## config.mk

```make
export PLATFORM = sky130hd
export DESIGN_NAME = counter_scan_mux
export DESIGN_NICKNAME = d
export VERILOG_FILES = /design/src/rtl/counter_scan_mux_pkg.sv /design/src/rtl/counter_snapshot_bank.sv /design/src/rtl/counter_scan_mux.sv
export SDC_FILE = /design/constraint.sdc
export NUM_CORES = 1
export LEC_CHECK = 0
export ABC_AREA = 1
export CAP_MARGIN = 20
export CORE_MARGIN = 5
export CORE_UTILIZATION = 48
export CTS_CLUSTER_DIAMETER = 120
export DETAILED_ROUTE_END_ITERATION = 12
export PLACE_DENSITY = 0.77
export SETUP_SLACK_MARGIN = 0.5
export SLEW_MARGIN = 40
export SYNTH_ARGS = -nofsm -noshare
export SYNTH_HDL_FRONTEND = slang
export SYNTH_SLANG_ARGS = --single-unit
```

## constraint.sdc

```tcl
create_clock -name clk -period 4 [get_ports clk]
set_input_delay 0.4 -clock clk [delete_from_list [all_inputs] [get_ports clk]]
set_output_delay 0.4 -clock clk [all_outputs]
set_load 0.05 [all_outputs]
```

## src/rtl/counter_scan_mux_pkg.sv

```systemverilog
// Shared types and constants for the counter selector / scan streamer.
package counter_scan_mux_pkg;

   typedef enum logic {
      IDLE = 1'b0,
      SCAN = 1'b1
   } state_t;

   localparam logic MODE_MANUAL = 1'b0;
   localparam logic MODE_SCAN   = 1'b1;

   function automatic int clog2(input int n);
      int r;
      r = 0;
      while ((1 << r) < n) r++;
      return r;
   endfunction

endpackage

```

## src/rtl/counter_snapshot_bank.sv

```systemverilog
// NCH x W capture bank with a combinational read port that applies the select-to-channel mapping.
module counter_snapshot_bank
   import counter_scan_mux_pkg::*;
#(
   parameter int NCH     = 16,
   parameter int W       = 8,
   parameter int REVERSE = 1,
   parameter int SELW    = 4
) (
   input  logic                clk,
   input  logic                rst_n,
   input  logic                capture,
   input  logic [NCH*W-1:0]    count_flat,
   input  logic [SELW-1:0]     rd_idx,
   output logic [W-1:0]        rd_data
);

   localparam logic [SELW-1:0] LAST_IDX = SELW'(NCH - 1);

   logic [W-1:0]    bank [NCH];
   logic [SELW-1:0] phys;
   logic            in_range;

   always_ff @(posedge clk) begin
      if (!rst_n) begin
         for (int c = 0; c < NCH; c++) bank[c] <= '0;
      end else if (capture) begin
         for (int c = 0; c < NCH; c++) bank[c] <= count_flat[c*W +: W];
      end
   end

   // Indices past the last channel only exist when NCH is not a power of two; they read as zero.
   assign in_range = ({1'b0, rd_idx} < (SELW+1)'(NCH));
   assign phys     = (REVERSE != 0) ? (LAST_IDX - rd_idx) : rd_idx;

   always_comb begin
      rd_data = '0;
      if (in_range) rd_data = bank[phys];
   end

endmodule

```

## src/rtl/counter_scan_mux.sv

```systemverilog
// Counter selector: registered manual mux, or a coherent snapshot streamed out over valid/ready.
module counter_scan_mux
   import counter_scan_mux_pkg::*;
#(
   parameter int  NCH     = 16,
   parameter int  W       = 8,
   parameter int  REVERSE = 1,
   localparam int SELW    = clog2(NCH)
) (
   input  logic                clk,
   input  logic                rst_n,
   input  logic [NCH*W-1:0]    count_flat,
   input  logic                mode,
   input  logic [SELW-1:0]     mux_sel,
   input  logic                start,
   output logic [W-1:0]        out_data,
   output logic [SELW-1:0]     out_chan,
   output logic                out_valid,
   input  logic                out_ready,
   output logic                out_last,
   output logic                busy
);

   localparam logic [SELW-1:0] LAST_IDX = SELW'(NCH - 1);
   localparam int              FIRST_CH = (REVERSE != 0) ? NCH - 1 : 0;

   state_t          state;
   logic [SELW-1:0] idx;
   logic [SELW-1:0] nxt_idx;
   logic [W-1:0]    snap_rd;
   logic [W-1:0]    live_rd;
   logic [W-1:0]    live [NCH];
   logic [SELW-1:0] live_phys;
   logic            capture;

   for (genvar c = 0; c < NCH; c++) begin : g_unpack
      assign live[c] = count_flat[c*W +: W];
   end

   assign live_phys = (REVERSE != 0) ? (LAST_IDX - mux_sel) : mux_sel;

   always_comb begin
      live_rd = '0;
      if ({1'b0, mux_sel} < (SELW+1)'(NCH)) live_rd = live[live_phys];
   end

   assign capture = (state == IDLE) && (mode == MODE_SCAN) && start;
   assign nxt_idx = idx + 1'b1;

   // The bank is read one index ahead so the next beat can be loaded on the accepting edge.
   counter_snapshot_bank #(
      .NCH     (NCH),
      .W       (W),
      .REVERSE (REVERSE),
      .SELW    (SELW)
   ) u_bank (
      .clk        (clk),
      .rst_n      (rst_n),
      .capture    (capture),
      .count_flat (count_flat),
      .rd_idx     (nxt_idx),
      .rd_data    (snap_rd)
   );

   always_ff @(posedge clk) begin
      if (!rst_n) begin
         state     <= IDLE;
         idx       <= '0;
         out_data  <= '0;
         out_chan  <= '0;
         out_valid <= 1'b0;
         out_last  <= 1'b0;
         busy      <= 1'b0;
      end else begin
         case (state)
            IDLE: begin
               out_valid <= 1'b0;
               out_last  <= 1'b0;
               busy      <= 1'b0;
               if (mode == MODE_MANUAL) begin
                  out_data <= live_rd;
                  out_chan <= mux_sel;
               end else if (start) begin
                  // First beat comes straight from the inputs, identical to what the bank captures now.
                  state     <= SCAN;
                  idx       <= '0;
                  out_data  <= live[FIRST_CH];
                  out_chan  <= '0;
                  out_valid <= 1'b1;
                  out_last  <= 1'b0;
                  busy      <= 1'b1;
               end
            end
            SCAN: begin
               if (out_valid && out_ready) begin
                  if (idx == LAST_IDX) begin
                     state     <= IDLE;
                     out_valid <= 1'b0;
                     out_last  <= 1'b0;
                     busy      <= 1'b0;
                  end else begin
                     idx      <= nxt_idx;
                     out_chan <= nxt_idx;
                     out_data <= snap_rd;
                     out_last <= (nxt_idx == LAST_IDX);
                  end
               end
            end
            default: state <= IDLE;
         endcase
      end
   end

endmodule

```

==> impl_metrics.ini <==
[yosys]
netlist_area_sq_mm = 0.00850
ys_ff_latch = 147
synth_top_cell_area_share_pct = 45.2
syn_avg_cell_area_sq_um = 7.25
syn_inst = 1173
synth_nets = 1312
yosysSeqAreaShare_pct = 49.7
post-synth-top-area-cell = edfxtp_1
ys_types = 22
yosysWarnings = 0
synth.area.top_cells = edfxtp_1, nand2_1, nand3_1

[floorplan]
dieArea_sq_mm = 0.0205
core_region_area_sq_mm = 0.0174
die_x_um = 143
die_h_um = 143
row_count = 48
start_util_pct = 49.0
boundaryPins = 152

[route]
drt_iter0_drc = 917
drt_first_pass_iters = 6
wl_per_cell_um = 16.7
dr_total_vias = 7982
drcViolationCount = 0
ant_nets = 0
drt-total-wl_mm = 25.5
vias_per_cell = 5.22

[cells_and_area]
drive_above_1_share_pct = 4.14
diodes = 0
fin_area_sq_mm = 0.0108
fin_util_pct = 62.0
fin_cells = 1528
nets = 1429
final-seq-area_sq_mm = 0.00423
area_growth_pct = 26.6
num-fill-cells = 1495
multi_input_area_sq_mm = 0.00320

[clock_tree]
path_clk_slew_ps = 60
post_cts.repair.setup_buffers = 0
numCtsBuffers = 17
root_buffer = clkbuf_16
ctsResizeCount = 0
worst_skew_pair.late_latency_ps = 430
htreeDepth = 4
ctsLongestPathBuffers = 2
cts_tree = built
hold_buffers = 0
cts.sinks = 147

[pwr]
ir_drop_v = 0.000308
p_sw_share_pct = 25.0
p_seq_share_pct = 43.9
p_comb_share_pct = 15.5
internal-power_mw = 3.14
powerDensity_mw_per_mm2 = 389
power.leakage_nw = 5.24
p_clk_share_pct = 40.7
total_power_mw = 4.19
switchingPower_mw = 1.05

[placement]
hpwl_mm = 17.7
place_congestion = 0.946
dpl.cell_count = 1495
place_ws_ps = 1170
io_buffers = 151
postPlaceCellArea_sq_mm = 0.0101

[grt]
grt_pass1_wl_mm = 39.0
grt_max_degree = 81
overflow = 0
antenna_found_initial = 0
grt_pass1_vias = 7604
grt_usage_pct = 24.8

[timing]
period_minus_slack_ps = 2690
fin_crit_sh_pct = 67.2
setup_violations = 0
fin_ws_ps = 1310
relSlewSlack_pct = 48.3
fin_skew_ps = 8.31
max_freq_mhz = 372
final_max_slew_viol_count = 0
finalSetupTns_ps = 0
rsz0062_at_grt = false
final.hold.worst_slack_ps = 463
tightest_slew_ps = 775
hold_violations = 0

[setup_path]
crit_type = flip-flop to flip-flop
crit_required_ps = 4310
worst_path_max_delay_cell = ha_1
crit_arrival_ps = 2990
worst_setup_path_start_kind = flip-flop
cp-end-kind = flip-flop
crit_path_max_fanout = 29
timing.critical_path.mode_cell = nand3_1
critical-path-max-stage-delay_ps = 740
path_cells = buf_4, clkinv_1, ha_1, inv_2, nand3_1, nand3_1, nand3_1, nand3_1, nand3_1, a21oi_1

[worst_hold_path]
worstHoldPathType = flip-flop to flip-flop

[flow_run]
drv_cap = 0

[outcome]
outcome = finished clean
-- worst max-delay path: cells and delay by family, from the launching register on --
family	cells	cell delay [ps]
flops	1	310
buf+inv	3	830
fa+ha+maj	1	740
simple gates	5	610
compound gates	1	60
-- cells in the mapped netlist, drive strengths merged --
master  instances
a21oi          17
ha              2
buf            35
xnor2           1
clkinv          1
xor2            2
a31oi           3
nor3            1
inv           213
edfxtp        128
clkbuf         32
o21ai          16
nand3         205
nor2          104
dfxtp          19
nand2         393
o21a            1
-- worst paths after layout --
path,start,endpoint,slack (ps),cells past startpoint
worst max-delay path,idx[0],out_data[4],1310,10
worst min-delay path,out_chan[2],out_chan[2],460,2
worst max register to register,idx[0],out_data[4],1310,10
worst min register to register,out_chan[2],out_chan[2],460,2
-- cell families after synthesis --
family                     synth area share [%]
xor gates and xnor gates                  0.574
DFF                                        49.7
and+or+nand+nor                            34.3
AOI/OAI and AO/OA                          2.25
adders and majority gates                 0.294
buffers and inverters                      13.0
-- per-layer routing --
| layer | vias up | global-route usage [%] | wire (um) |
|---|---|---|---|
| li1 | 3874 | - | - |
| met1 | 3628 | 31.1 | 9760 |
| met4 | 0 | 8.45 | 731 |
| met2 | 429 | 41.9 | 12500 |
| met3 | 51 | 6.46 | 2550 |
| met5 | - | 0 | 0 |
-- state kept, by name, summed over array words and instances (netlist names) --
name	flops
idx	4
out_last	1
out_data	8
state	1
busy	1
u_bank.bank	128
out_chan	4
-- area by class of cell --
cell class | count | area share [%]
Tap cell | 225 | 2.62
Clock buffer | 18 | 3.99
Clock inverter | 14 | 1.77
Sequential cell | 147 | 39.2
Multi-Input combinational cell | 745 | 29.7
Inverter | 214 | 7.48
Timing Repair Buffer | 165 | 15.2
-- power by group through the flow --
| stage | sequential, mW | clock (mW) | combinational [mW] |
|---|---|---|---|
| 6_report | 1.84 | 1.70 | 0.647 |
| 5_1_grt | 1.85 | 1.77 | 0.707 |
| 2_1_floorplan | 1.90 | 0 | 0.303 |
| 3_3_place_gp | 1.86 | 0 | 0.636 |
| 3_5_place_dp | 1.87 | 0 | 0.640 |
| 4_1_cts | 1.84 | 1.71 | 0.645 |
-- layout by cell type, fill, tap and decap left out --
| cell type | n |
|---|---|
| a21oi_1 | 17 |
| a31oi_1 | 3 |
| buf_12 | 2 |
| buf_2 | 2 |
| buf_4 | 12 |
| bufinv_16 | 5 |
| clkbuf_1 | 1 |
| clkbuf_16 | 17 |
| clkdlybuf4s50_1 | 149 |
| clkinv_1 | 9 |
| clkinv_2 | 1 |
| dfxtp_1 | 18 |
| dfxtp_2 | 1 |
| edfxtp_1 | 128 |
| ha_1 | 2 |
| inv_1 | 208 |
| inv_2 | 3 |
| inv_4 | 1 |
| inv_6 | 1 |
| nand2_1 | 391 |
| nand2_2 | 1 |
| nand2_4 | 1 |
| nand3_1 | 205 |
| nor2_1 | 101 |
| nor2_2 | 3 |
| nor3_4 | 1 |
| o21a_1 | 1 |
| o21ai_0 | 16 |
| xnor2_4 | 1 |
| xor2_2 | 2 |
(Power assumes the default switching activity.)
